### src/rtl/fetch_sequencer_pkg.sv
// Shared definitions for the instruction fetch sequencer.
//   DEFAULT_DATA_W   : default width of instruction word, PC and address.
//   DEFAULT_RESET_PC : default PC value after reset.
//   state_t          : fetch FSM state encoding.
package fetch_sequencer_pkg;

    localparam int               DEFAULT_DATA_W   = 16;
    localparam logic [15:0]      DEFAULT_RESET_PC = 16'h0000;

    typedef enum logic [1:0] {
        ST_IDLE  = 2'b00,
        ST_FETCH = 2'b01,
        ST_LOAD  = 2'b10,
        ST_HOLD  = 2'b11
    } state_t;

endpackage

### src/rtl/fetch_sequencer_pc_counter.sv
// Program counter for the fetch sequencer (the pc_counter block).
// Ports:
//   clk, reset  : clock and synchronous active-high reset (count <= RESET_PC)
//   load        : replace count with load_value (wins over incr)
//   load_value  : branch target
//   incr        : count <= count + 1, wrapping at the top of the range
//   count       : current PC
//   count_next  : value count will take at the next edge (when not in reset)
module fetch_sequencer_pc_counter
    import fetch_sequencer_pkg::*;
#(
    parameter int                DATA_W   = DEFAULT_DATA_W,
    parameter logic [DATA_W-1:0] RESET_PC = DATA_W'(DEFAULT_RESET_PC)
) (
    input  logic              clk,
    input  logic              reset,
    input  logic              load,
    input  logic [DATA_W-1:0] load_value,
    input  logic              incr,
    output logic [DATA_W-1:0] count,
    output logic [DATA_W-1:0] count_next
);

    // NOTE: every signal written in always_comb gets a default first, so no
    // path leaves it unassigned and no latch is inferred.
    always_comb begin
        count_next = count;
        if (load) begin
            count_next = load_value;
        end else if (incr) begin
            count_next = count + DATA_W'(1);
        end
    end

    // NOTE: sequential state uses non-blocking assignments so every register
    // samples pre-edge values regardless of block ordering.
    always_ff @(posedge clk) begin
        if (reset) begin
            count <= RESET_PC;
        end else begin
            count <= count_next;
        end
    end

endmodule

### src/rtl/fetch_sequencer.sv
// Multi-cycle instruction fetch stage feeding the 16-bit instruction register.
// Owns the PC, issues word reads over a req/ack handshake and pulses ir_load
// for one cycle per fetched word.
// Ports:
//   clk, reset                  : clock, synchronous active-high reset
//   run, stall                  : level controls (enable fetching / hold issue)
//   branch_taken, branch_target : one-cycle redirect strobe and its target
//   mem_req, mem_addr           : read request and its (latched) address
//   mem_ack, mem_rdata          : read completion and returned word
//   ir_in, ir_load              : word and load strobe for register_16
//   pc_out                      : current PC
//   busy                        : high whenever the FSM is not idle
module fetch_sequencer
    import fetch_sequencer_pkg::*;
#(
    parameter int                DATA_W   = DEFAULT_DATA_W,
    parameter logic [DATA_W-1:0] RESET_PC = DATA_W'(DEFAULT_RESET_PC)
) (
    input  logic              clk,
    input  logic              reset,
    input  logic              run,
    input  logic              stall,
    input  logic              branch_taken,
    input  logic [DATA_W-1:0] branch_target,
    output logic              mem_req,
    output logic [DATA_W-1:0] mem_addr,
    input  logic              mem_ack,
    input  logic [DATA_W-1:0] mem_rdata,
    output logic [DATA_W-1:0] ir_in,
    output logic              ir_load,
    output logic [DATA_W-1:0] pc_out,
    output logic              busy
);

    state_t            state;
    state_t            state_next;
    logic              squash;
    logic              kill;
    logic              req_open;
    logic [DATA_W-1:0] req_addr;
    logic [DATA_W-1:0] ir_word;
    logic [DATA_W-1:0] pc;
    logic [DATA_W-1:0] pc_next;

    // A request is killed if it was redirected earlier, or if the redirect
    // arrives in the same cycle as its ack.
    assign kill = squash | branch_taken;

    // The outstanding request keeps its address until acked; otherwise the
    // latch follows the PC so a new request always starts at the current pc.
    assign req_open = (state == ST_FETCH) && !mem_ack;

    fetch_sequencer_pc_counter #(
        .DATA_W   (DATA_W),
        .RESET_PC (RESET_PC)
    ) u_pc_counter (
        .clk        (clk),
        .reset      (reset),
        .load       (branch_taken),
        .load_value (branch_target),
        .incr       (state == ST_LOAD),
        .count      (pc),
        .count_next (pc_next)
    );

    // State register
    always_ff @(posedge clk) begin
        if (reset) begin
            state <= ST_IDLE;
        end else begin
            state <= state_next;
        end
    end

    // Next-state logic
    always_comb begin
        state_next = state;
        unique case (state)
            ST_IDLE: begin
                if (run) state_next = ST_FETCH;
            end
            ST_FETCH: begin
                if (mem_ack && !kill) state_next = ST_LOAD;
            end
            ST_LOAD, ST_HOLD: begin
                if (stall)    state_next = ST_HOLD;
                else if (run) state_next = ST_FETCH;
                else          state_next = ST_IDLE;
            end
            default: state_next = ST_IDLE;
        endcase
    end

    // Output decode
    always_comb begin
        mem_req = (state == ST_FETCH);
        ir_load = (state == ST_LOAD);
        busy    = (state != ST_IDLE);
    end

    assign mem_addr = req_addr;
    assign ir_in    = ir_word;
    assign pc_out   = pc;

    // Squash flag, request-address latch and fetched word
    always_ff @(posedge clk) begin
        if (reset) begin
            squash   <= 1'b0;
            req_addr <= RESET_PC;
            ir_word  <= '0;
        end else begin
            // Only an ack retires a squashed request; a branch with no ack
            // marks the still-pending request as stale.
            if (state == ST_FETCH) begin
                if (mem_ack) begin
                    squash <= 1'b0;
                end else if (branch_taken) begin
                    squash <= 1'b1;
                end
            end
            if ((state == ST_FETCH) && mem_ack && !kill) begin
                ir_word <= mem_rdata;
            end
            if (!req_open) begin
                req_addr <= pc_next;
            end
        end
    end

endmodule

### config.mk
export PLATFORM = sky130hd
export DESIGN_NAME = fetch_sequencer
export DESIGN_NICKNAME = d
export VERILOG_FILES = /design/src/rtl/fetch_sequencer_pkg.sv /design/src/rtl/fetch_sequencer_pc_counter.sv /design/src/rtl/fetch_sequencer.sv
export SDC_FILE = /design/constraint.sdc
export NUM_CORES = 1
export LEC_CHECK = 0
export CORE_UTILIZATION = 55
export CTS_BUF_LIST = sky130_fd_sc_hd__clkbuf_8
export CTS_CLUSTER_DIAMETER = 40
export DETAILED_ROUTE_END_ITERATION = 8
export DONT_BUFFER_PORTS = 1
export PLACE_DENSITY = 0.74
export SYNTH_ARGS = -nofsm -noshare
export SYNTH_HDL_FRONTEND = slang
export SYNTH_SLANG_ARGS = --single-unit
### constraint.sdc
create_clock -name clk -period 1.6 [get_ports clk]
set_clock_uncertainty 0.05 [all_clocks]
set_input_delay 0.16 -clock clk [delete_from_list [all_inputs] [get_ports clk]]
set_output_delay 0.16 -clock clk [all_outputs]
set_load 0.03 [all_outputs]
==> results.py, run 1 <==
metrics = {
    "detailed_routing": {
        "num_vias": 2120,
        "vias_per_cell": 5.86,
        "wl_um": 6270,
        "drtIter0Drc": 175,
        "ant_nets": 0,
        "remaining_drc_errors": 0,
        "wl_per_cell_um": 17.3,
        "drt_pass1_iterations": 4,
    },
    "floorplanning": {
        "fp.dieH_um": 66.3,
        "die_w_um": 66.3,
        "row_count": 22,
        "fp.dieArea_sq_um": 4390,
        "start_util_pct": 59.8,
        "coreArea_sq_um": 3800,
        "num_io_pins": 89,
    },
    "final_layout": {
        "layoutNonFillerInstCount": 362,
        "drive_gt1_share_pct": 27.1,
        "layout_common_cells": "44 x nand2_1, 37 x dfxtp_1, 33 x buf_4, 24 x nor2_1, 23 x dlygate4sd3_1",
        "areaGrowthSynthToFinish_pct": 35.2,
        "multi_input_area_sq_um": 1240,
        "nets": 353,
        "final_common_cell": "nand2_1",
        "fillers": 230,
        "register_area_sq_um": 1050,
        "post-route-util_pct": 80.8,
        "diodes": 0,
    },
    "place": {
        "gp_congestion": 0.855,
        "dp_hpwl_um": 3700,
        "dp.cells": 326,
        "place_ws_ns": -0.0441,
        "port_buffers": 0,
    },
    "global_routing": {
        "grt_max_degree": 43,
        "met2_usage_pct": 48.1,
        "busiest_layer": "met2",
        "grt_pass1_wl_um": 9460,
        "grtUsageTotal_pct": 29.0,
        "grt_use_met3_pct": 7.59,
        "grt_pass1_vias": 2020,
        "grt_antenna_before_repair": 0,
        "gr-total-overflow": 0,
        "grt_use_met1_pct": 35.1,
    },
    "pwr": {
        "p_int_mw": 2.01,
        "power_density_nw_per_um2": 919,
        "comb_power_share_pct": 17.2,
        "vdd_drop_max_mv": 0.802,
        "p_sw_mw": 0.814,
        "p_seq_share_pct": 52.0,
        "p_sw_share_pct": 28.9,
        "p_leak_nw": 1.26,
        "clockPowerShare_pct": 30.8,
    },
    "sta": {
        "grt_setup_unrepaired": "yes",
        "drv_slew": 0,
        "max_slew.worst_pin.slew_ns": 0.496,
        "worst_hold_slack_ns": 0.00664,
        "hold_viol": 0,
        "setup_viol": 13,
        "period_share_pct": 108,
        "max_slew_margin_pct": 66.8,
        "timing.final.ws_setup_ns": -0.120,
        "fin_crit_ns": 1.72,
        "max_clock_freq_ghz": 0.581,
    },
    "setup_path": {
        "critPathArrivalTime_ns": 1.89,
        "start_kind": "flip-flop",
        "path_cells": "nand2_1 > nor4_4 > nor3b_2 > xor2_1 > o31a_1",
        "timing.rr.start": "u_pc_counter.count[1]",
        "cp-end-kind": "flip-flop",
        "crit_type": "flip-flop to flip-flop",
        "rrSetupSlack_ns": -0.12,
        "required_ns": 1.77,
        "r2r.worst_path.cells": 5,
        "crit_fanout": 4,
        "max_stage_delay_ns": 0.37,
        "cpMaxStageDelayCell": "dfxtp_4",
        "reg2reg_to": "mem_addr[13]",
    },
    "min_path": {
        "min-delay-start": "branch_taken",
        "hold_class": "primary input to flip-flop",
        "min_delay_path_depth": 3,
        "holdPathEnd": "u_pc_counter.count[15]",
    },
    "yosys": {
        "synth_top_area_cell": "dfxtp_1",
        "ys.flop_type": "dfxtp_1",
        "synth_top_area_share_pct": 45.0,
        "synth-seq-area-share_pct": 45.0,
        "netlist_instances": 261,
        "synth-seq-cells": 51,
        "synth_area_sq_um": 2270,
        "synth_edf_count": 0,
        "ys_warn_count": 0,
        "synth_async_sr_flop_share_pct": 0,
        "synth_area_leaders": "dfxtp_1 45%, nand2_1 7.3%, a21oi_1 4.4%",
        "ys_types": 51,
        "syn_avg_cell_area_sq_um": 8.70,
        "synth_fp_nets": 300,
    },
    "clock_tree": {
        "htreeDepth": 2,
        "clock-sinks": 51,
        "clockBufferDepth": 2,
        "worstSkewPairLatency_ns": 0.32,
        "cts_buffers": 5,
        "cts_tree": "done",
        "clock-root-buffer": "clkbuf_8",
        "path_clk_slew_ns": 0.10,
    },
    "run_status": {
        "status": "complete, but fails checks",
        "violations": "setup timing",
    },
    "run": {
        "drv_cap": 0,
    },
}
## layout make-up
cell class | count | area share [%]
clock buffer | 5 | 2.24
clock inverter | 2 | 1.10
inverter | 6 | 0.733
multi-input combinational | 187 | 40.4
sequential | 51 | 34.3
tap | 48 | 1.96
timing repair buffer | 63 | 19.3
## per-stage QoR
stage          total power, mW  setup TNS [ns]  cell area (sq um)
2_1_floorplan             1.78         -0.0838               2330
3_3_place_gp              1.87         -0.0297               2590
3_5_place_dp              1.88          -0.221               2590
4_1_cts                   2.80          -0.203               2990
5_1_grt                   2.91           -2.02               3070
6_report                  2.82          -0.652               3070
## cell families after synthesis
kind of cell	synth area share (%)
adder cells (fa/ha/maj)	0.551
AO/OA/AOI/OAI	15.9
flip-flops	45.0
multiplexers	2.64
buffers and inverters	4.68
XOR/XNOR	5.01
AND/OR/NAND/NOR	26.3
## synth_stat cells, types with 3 or more instances
cell / instances
clkbuf_1: 8
xor2_1: 6
dfxtp_1: 51
a21oi_1: 20
nor2b_1: 4
buf_2: 7
inv_1: 4
nor2_1: 25
o21ai_1: 5
o31a_1: 3
xnor2_1: 7
o31ai_1: 3
nand2b_1: 4
a211oi_1: 5
mux2i_1: 6
nand3_1: 6
o21a_1: 7
nand2_1: 44
and2_1: 4
nor3_1: 4
## power by group through the flow
stage	Sequential, mW	Combinational [mW]	Clock [mW]
floorplan	1.57	0.219	0
global placement	1.49	0.377	0
detailed placement	1.50	0.386	0
CTS	1.47	0.461	0.876
global route	1.48	0.519	0.915
finish	1.47	0.485	0.868
## how the worst max path moves through the flow
stage	start	end	slack, ns	depth (start not counted)
floorplan	u_pc_counter.count[1]	mem_addr[8]	-0.06	6
global placement	u_pc_counter.count[1]	mem_addr[8]	-0.03	6
detailed placement	state[0]	mem_addr[11]	-0.04	5
CTS	u_pc_counter.count[1]	mem_addr[12]	-0.05	7
global route	u_pc_counter.count[1]	mem_addr[10]	-0.20	7
finish	u_pc_counter.count[1]	mem_addr[13]	-0.12	5
## worst max-delay path, delay by kind of cell (launching register included)
| kind | cells | cell delay [ns] |
|---|---|---|
| xor gates and xnor gates | 1 | 0.11 |
| and+or+nand+nor | 3 | 0.83 |
| AOI/OAI and AO/OA | 1 | 0.27 |
| DFF | 1 | 0.37 |
## flip-flops by register name (all words and copies together), names as in the netlist
name	flops
state	2
u_pc_counter.count	16
mem_addr	16
ir_in	16
squash	1
## routing by layer
metal | wire, um | up-vias
li1 | - | 995
met3 | 447 | 16
met5 | 0 | -
met2 | 3090 | 88
met1 | 2580 | 1021
met4 | 150 | 0
## timing repair
action / in CTS / in global routing
resized for setup: 3 / 14
endpoints found under the hold margin: 45 / 0
setup buffers: 3 / 2
setup endpoints to repair: 11 / 36
hold buffers: 24 / 0
pin swaps: 7 / 8
(Power assumes the default switching activity.)
==> inputs of run 2 (changes only) <==
- PLACE_DENSITY: 0.74 -> 0.71
- clock period: 1.6 -> 1.85 ns (I/O delays scaled with it)
==> run 2 against run 1 <==
Against the previous run: highest routed layer unchanged; non-clock buffer count shrank 14; critical path type unchanged; sequential share of layout area grew 2.2 points; the flow now finishes without violations; critical path depth is the same; clock power shrank 28%; largest power group unchanged; register-to-register slack gained 0.24 ns; critical endpoint unchanged; combinational power shrank 26%; count of clock-buffer cells in the layout is the same; via count shrank 7.8%; fmax shrank 0.61%; wire length shrank 15%; final cell count shrank 3.6%.
==> results.py, run 2 (synthesis gave the netlist of run 1 again) <==
metrics = {
    "run_status": {
        "status": "completed",
    },
    "sta": {
        "max_slew_margin_pct": 72.7,
        "drv_slew": 0,
        "max_slew.worst_pin.slew_ns": 0.409,
        "max_clock_freq_ghz": 0.578,
        "grt_setup_unrepaired": "yes",
        "worst_hold_slack_ns": 0.00298,
        "setup_viol": 0,
        "tns_ns": 0,
        "hold_viol": 0,
        "fin_crit_ns": 1.73,
        "period_share_pct": 93.6,
    },
    "global_routing": {
        "gr-total-overflow": 0,
        "grt_max_degree": 41,
        "grt_pass1_wl_um": 8330,
        "grt_pass1_vias": 1852,
        "grt_antenna_before_repair": 0,
        "grtUsageTotal_pct": 25.5,
    },
    "clock_tree": {
        "cts_buffers": 5,
        "worstSkewPairLatency_ns": 0.31,
        "clock-sinks": 51,
        "clock-root-buffer": "clkbuf_8",
        "htreeDepth": 2,
        "cts_tree": "done",
        "clockBufferDepth": 2,
        "path_clk_slew_ns": 0.09,
    },
    "final_layout": {
        "diodes": 0,
        "nets": 339,
        "final_common_cell": "dfxtp_1",
        "fin_area_sq_um": 2800,
        "drive_gt1_share_pct": 15.3,
        "fillers": 316,
        "areaGrowthSynthToFinish_pct": 23.3,
        "post-route-util_pct": 73.7,
        "layout_common_cells": "51 x dfxtp_1, 44 x nand2_1, 25 x nor2_1, 25 x dlygate4sd3_1, 22 x buf_4",
        "layoutNonFillerInstCount": 349,
    },
    "setup_path": {
        "critPathArrivalTime_ns": 1.89,
        "max_stage_delay_ns": 0.47,
        "cpLargestDelayFamily": "simple AND/OR/NAND/NOR gates",
        "path_cells": "nand3b_2 > nor4_4 > nor3b_2 > xor2_1 > o31a_1",
        "cp-end-kind": "flip-flop",
        "start_kind": "flip-flop",
        "required_ns": 2.01,
        "cpMaxStageDelayCell": "dfxtp_1",
        "crit_fanout": 8,
        "crit_type": "flip-flop to flip-flop",
        "critPathBufInv": 0,
    },
    "detailed_routing": {
        "drtIter0Drc": 63,
        "wl_um": 5340,
        "wl_per_cell_um": 15.3,
        "drt_pass1_iterations": 4,
        "ant_nets": 0,
        "remaining_drc_errors": 0,
        "num_vias": 1955,
        "vias_per_cell": 5.60,
    },
    "pwr": {
        "power_density_nw_per_um2": 809,
        "vdd_drop_max_mv": 0.645,
        "p_leak_nw": 1.11,
    },
    "place": {
        "dp.cells": 315,
        "gp_congestion": 0.857,
        "placed_cell_area_sq_um": 2430,
        "dp_hpwl_um": 3460,
        "port_buffers": 0,
    },
    "floorplanning": {
        "fp.dieH_um": 66.3,
        "coreArea_sq_um": 3800,
        "start_util_pct": 59.8,
        "fp.dieArea_sq_um": 4390,
        "num_io_pins": 89,
        "die_w_um": 66.3,
        "row_count": 22,
    },
    "min_path": {
        "hold_class": "primary input to flip-flop",
    },
    "run": {
        "drv_cap": 0,
    },
}
[run 2: what timing repair did]
item / 4_1_cts / 5_1_grt
gates resized for setup: 0 / 2
hold buffers: 25 / 1
setup buffers: 0 / 0
hold endpoints to repair: 44 / 1
setup endpoints to repair: 0 / 19
[run 2: area by class of cell]
class / count / area, sq um / area share, %
Timing Repair Buffer: 49 / 455 / 16.3
Inverter: 6 / 22.5 / 0.805
Clock buffer: 5 / 68.8 / 2.46
Sequential cell: 51 / 1020 / 36.5
Tap cell: 48 / 60.1 / 2.15
Clock inverter: 3 / 16.3 / 0.581
Multi-Input combinational cell: 187 / 1150 / 41.3
[run 2: worst register-to-register path: stages (launching register included)]
cell,delay [ns]
dfxtp_1,0.47
nand3b_2,0.18
nor4_4,0.29
nor3b_2,0.24
xor2_1,0.11
o31a_1,0.28
[run 2: where the power goes]
group	switching (mW)	internal [mW]	total (mW)
Sequential	0.119	1.16	1.28
Combinational	0.200	0.160	0.360
Clock	0.365	0.259	0.625
[run 2: worst paths after layout]
| check | start | to | slack, ns | depth (start not counted) |
|---|---|---|---|---|
| setup / recovery | state[1] | mem_addr[13] | 0.12 | 5 |
| hold / removal | stall | state[1] | 0.003 | 2 |
| setup reg to reg | state[1] | mem_addr[13] | 0.12 | 5 |
| hold reg to reg | squash | squash | 0.54 | 2 |
[run 2: layer usage]
| metal | global-route usage [%] | share of wire, % | routed length, um | up-vias |
|---|---|---|---|---|
| li1 | - | - | - | 969 |
| met5 | 0 | 0 | 0 | - |
| met2 | 43.9 | 50 | 2670 | 56 |
| met1 | 28.8 | 42 | 2260 | 921 |
| met3 | 7.24 | 5.9 | 316 | 9 |
| met4 | 12.2 | 1.8 | 95 | 0 |
[run 2: per-stage QoR]
stage,setup WS (ns),power [mW]
2_1_floorplan,0.0106,1.54
3_3_place_gp,0.105,1.60
3_5_place_dp,0.0291,1.60
4_1_cts,0.0000546,2.28
5_1_grt,-0.00144,2.37
6_report,0.119,2.27
==> inputs of run 3 (changes only) <==
- CTS_BUF_LIST: sky130_fd_sc_hd__clkbuf_8 -> sky130_fd_sc_hd__clkbuf_4 sky130_fd_sc_hd__clkbuf_8 sky130_fd_sc_hd__clkbuf_16
==> run 3 against run 2 <==
Against the previous run: register-to-register slack about the same; wire length about the same; critical endpoint unchanged; final cell count is the same; clock power rose by 3%.
==> results.py, run 3 (synthesis gave the netlist of run 1 again) <==
metrics = {
    "sta": {
        "grt_setup_unrepaired": "yes",
        "drv_slew": 0,
        "setup_viol": 0,
        "max_slew_margin_pct": 72.7,
        "max_clock_freq_ghz": 0.577,
        "tns_ns": 0,
        "timing.final.ws_setup_ns": 0.118,
        "hold_viol": 0,
        "fin_crit_ns": 1.73,
        "worst_hold_slack_ns": 0.00361,
        "period_share_pct": 93.6,
        "max_slew.worst_pin.slew_ns": 0.409,
    },
    "clock_tree": {
        "cts_setup_buffers": 0,
        "htreeDepth": 2,
        "clockBufferDepth": 2,
        "worstSkewPairLatency_ns": 0.31,
        "clock-root-buffer": "clkbuf_8",
        "cts_buffers": 5,
        "cts_tree": "done",
        "path_clk_slew_ns": 0.09,
        "clock-sinks": 51,
    },
    "min_path": {
        "hold_class": "primary input to flip-flop",
        "holdPathEnd": "state[1]",
        "min-delay-start": "stall",
        "min_delay_path_depth": 2,
    },
    "final_layout": {
        "nets": 339,
        "fillers": 316,
        "areaGrowthSynthToFinish_pct": 23.4,
        "diodes": 0,
        "final_common_cell": "dfxtp_1",
        "layoutNonFillerInstCount": 349,
        "layout_common_cells": "51 x dfxtp_1, 44 x nand2_1, 25 x nor2_1, 25 x dlygate4sd3_1, 22 x buf_4",
        "fin_area_sq_um": 2800,
        "drive_gt1_share_pct": 15.6,
        "post-route-util_pct": 73.8,
    },
    "run_status": {
        "status": "completed",
    },
    "setup_path": {
        "reg2reg_to": "mem_addr[13]",
        "rrSetupSlack_ns": 0.12,
        "cp-end-kind": "flip-flop",
        "path_cells": "nand3b_2 > nor4_4 > nor3b_2 > xor2_1 > o31a_1",
        "start_kind": "flip-flop",
        "critPathBufInv": 0,
        "timing.rr.start": "state[1]",
        "required_ns": 2.01,
        "r2r.worst_path.cells": 5,
        "crit_fanout": 8,
        "max_stage_delay_ns": 0.47,
        "cpMaxStageDelayCell": "dfxtp_1",
        "critPathArrivalTime_ns": 1.89,
        "cp.depth": 5,
        "cpLargestDelayFamily": "simple AND/OR/NAND/NOR gates",
        "crit_type": "flip-flop to flip-flop",
    },
    "global_routing": {
        "grt_antenna_before_repair": 0,
        "grt_max_degree": 41,
        "grtUsageTotal_pct": 25.5,
        "gr-total-overflow": 0,
        "grt_pass1_vias": 1852,
        "grt_pass1_wl_um": 8330,
    },
    "place": {
        "gp_congestion": 0.857,
        "dp_hpwl_um": 3460,
        "dp.cells": 315,
        "place_ws_ns": 0.0291,
        "placed_cell_area_sq_um": 2430,
        "port_buffers": 0,
    },
    "pwr": {
        "power_density_nw_per_um2": 815,
        "vdd_drop_max_mv": 0.645,
        "p_leak_nw": 1.11,
        "p_total_mw": 2.29,
    },
    "detailed_routing": {
        "num_vias": 1958,
        "wl_um": 5350,
        "vias_per_cell": 5.61,
        "remaining_drc_errors": 0,
        "drt_pass1_iterations": 4,
        "wl_per_cell_um": 15.3,
        "ant_nets": 0,
        "drtIter0Drc": 65,
    },
    "floorplanning": {
        "row_count": 22,
        "start_util_pct": 59.8,
        "die_w_um": 66.3,
        "fp.dieArea_sq_um": 4390,
        "fp.dieH_um": 66.3,
        "coreArea_sq_um": 3800,
        "num_io_pins": 89,
    },
    "run": {
        "drv_cap": 0,
    },
}
## run 3: routing by layer
| metal | vias to the layer above | routed length, um | global-route usage, % |
|---|---|---|---|
| met5 | - | 0 | 0 |
| met4 | 0 | 94 | 12.2 |
| met3 | 9 | 314 | 7.24 |
| met2 | 56 | 2670 | 43.9 |
| met1 | 923 | 2270 | 28.8 |
| li1 | 970 | - | - |
## run 3: what timing repair did
action | CTS | global route
hold buffers | 25 | 1
hold endpoints to repair | 44 | 1
endpoints found under the setup margin | 0 | 19
resized for setup | 0 | 2
## run 3: report_power, final
| group | leakage, nW | switching, mW | internal, mW | total, mW |
|---|---|---|---|---|
| clock network | 0.0446 | 0.365 | 0.280 | 0.644 |
| registers | 0.420 | 0.119 | 1.16 | 1.28 |
| logic | 0.647 | 0.200 | 0.160 | 0.360 |
## run 3: area by class of cell
class / instances / area (sq um) / share of cell area, %
inverters: 6 / 22.5 / 0.804
clock buffers: 6 / 76.3 / 2.72
repair buffers: 49 / 455 / 16.2
clock inverters: 2 / 12.5 / 0.446
flip-flops and latches: 51 / 1020 / 36.4
well taps: 48 / 60.1 / 2.14
multi-input cells: 187 / 1150 / 41.2
## run 3: worst max path at each step
stage	end	slack, ns	startpoint
after floorplan	mem_addr[8]	0.01	u_pc_counter.count[0]
after global placement	ir_in[15]	0.10	state[0]
after detailed placement	ir_in[0]	0.03	state[0]
after CTS	ir_in[0]	0.0001	state[0]
after global routing	mem_addr[8]	-0.001	u_pc_counter.count[0]
final	mem_addr[13]	0.12	state[1]
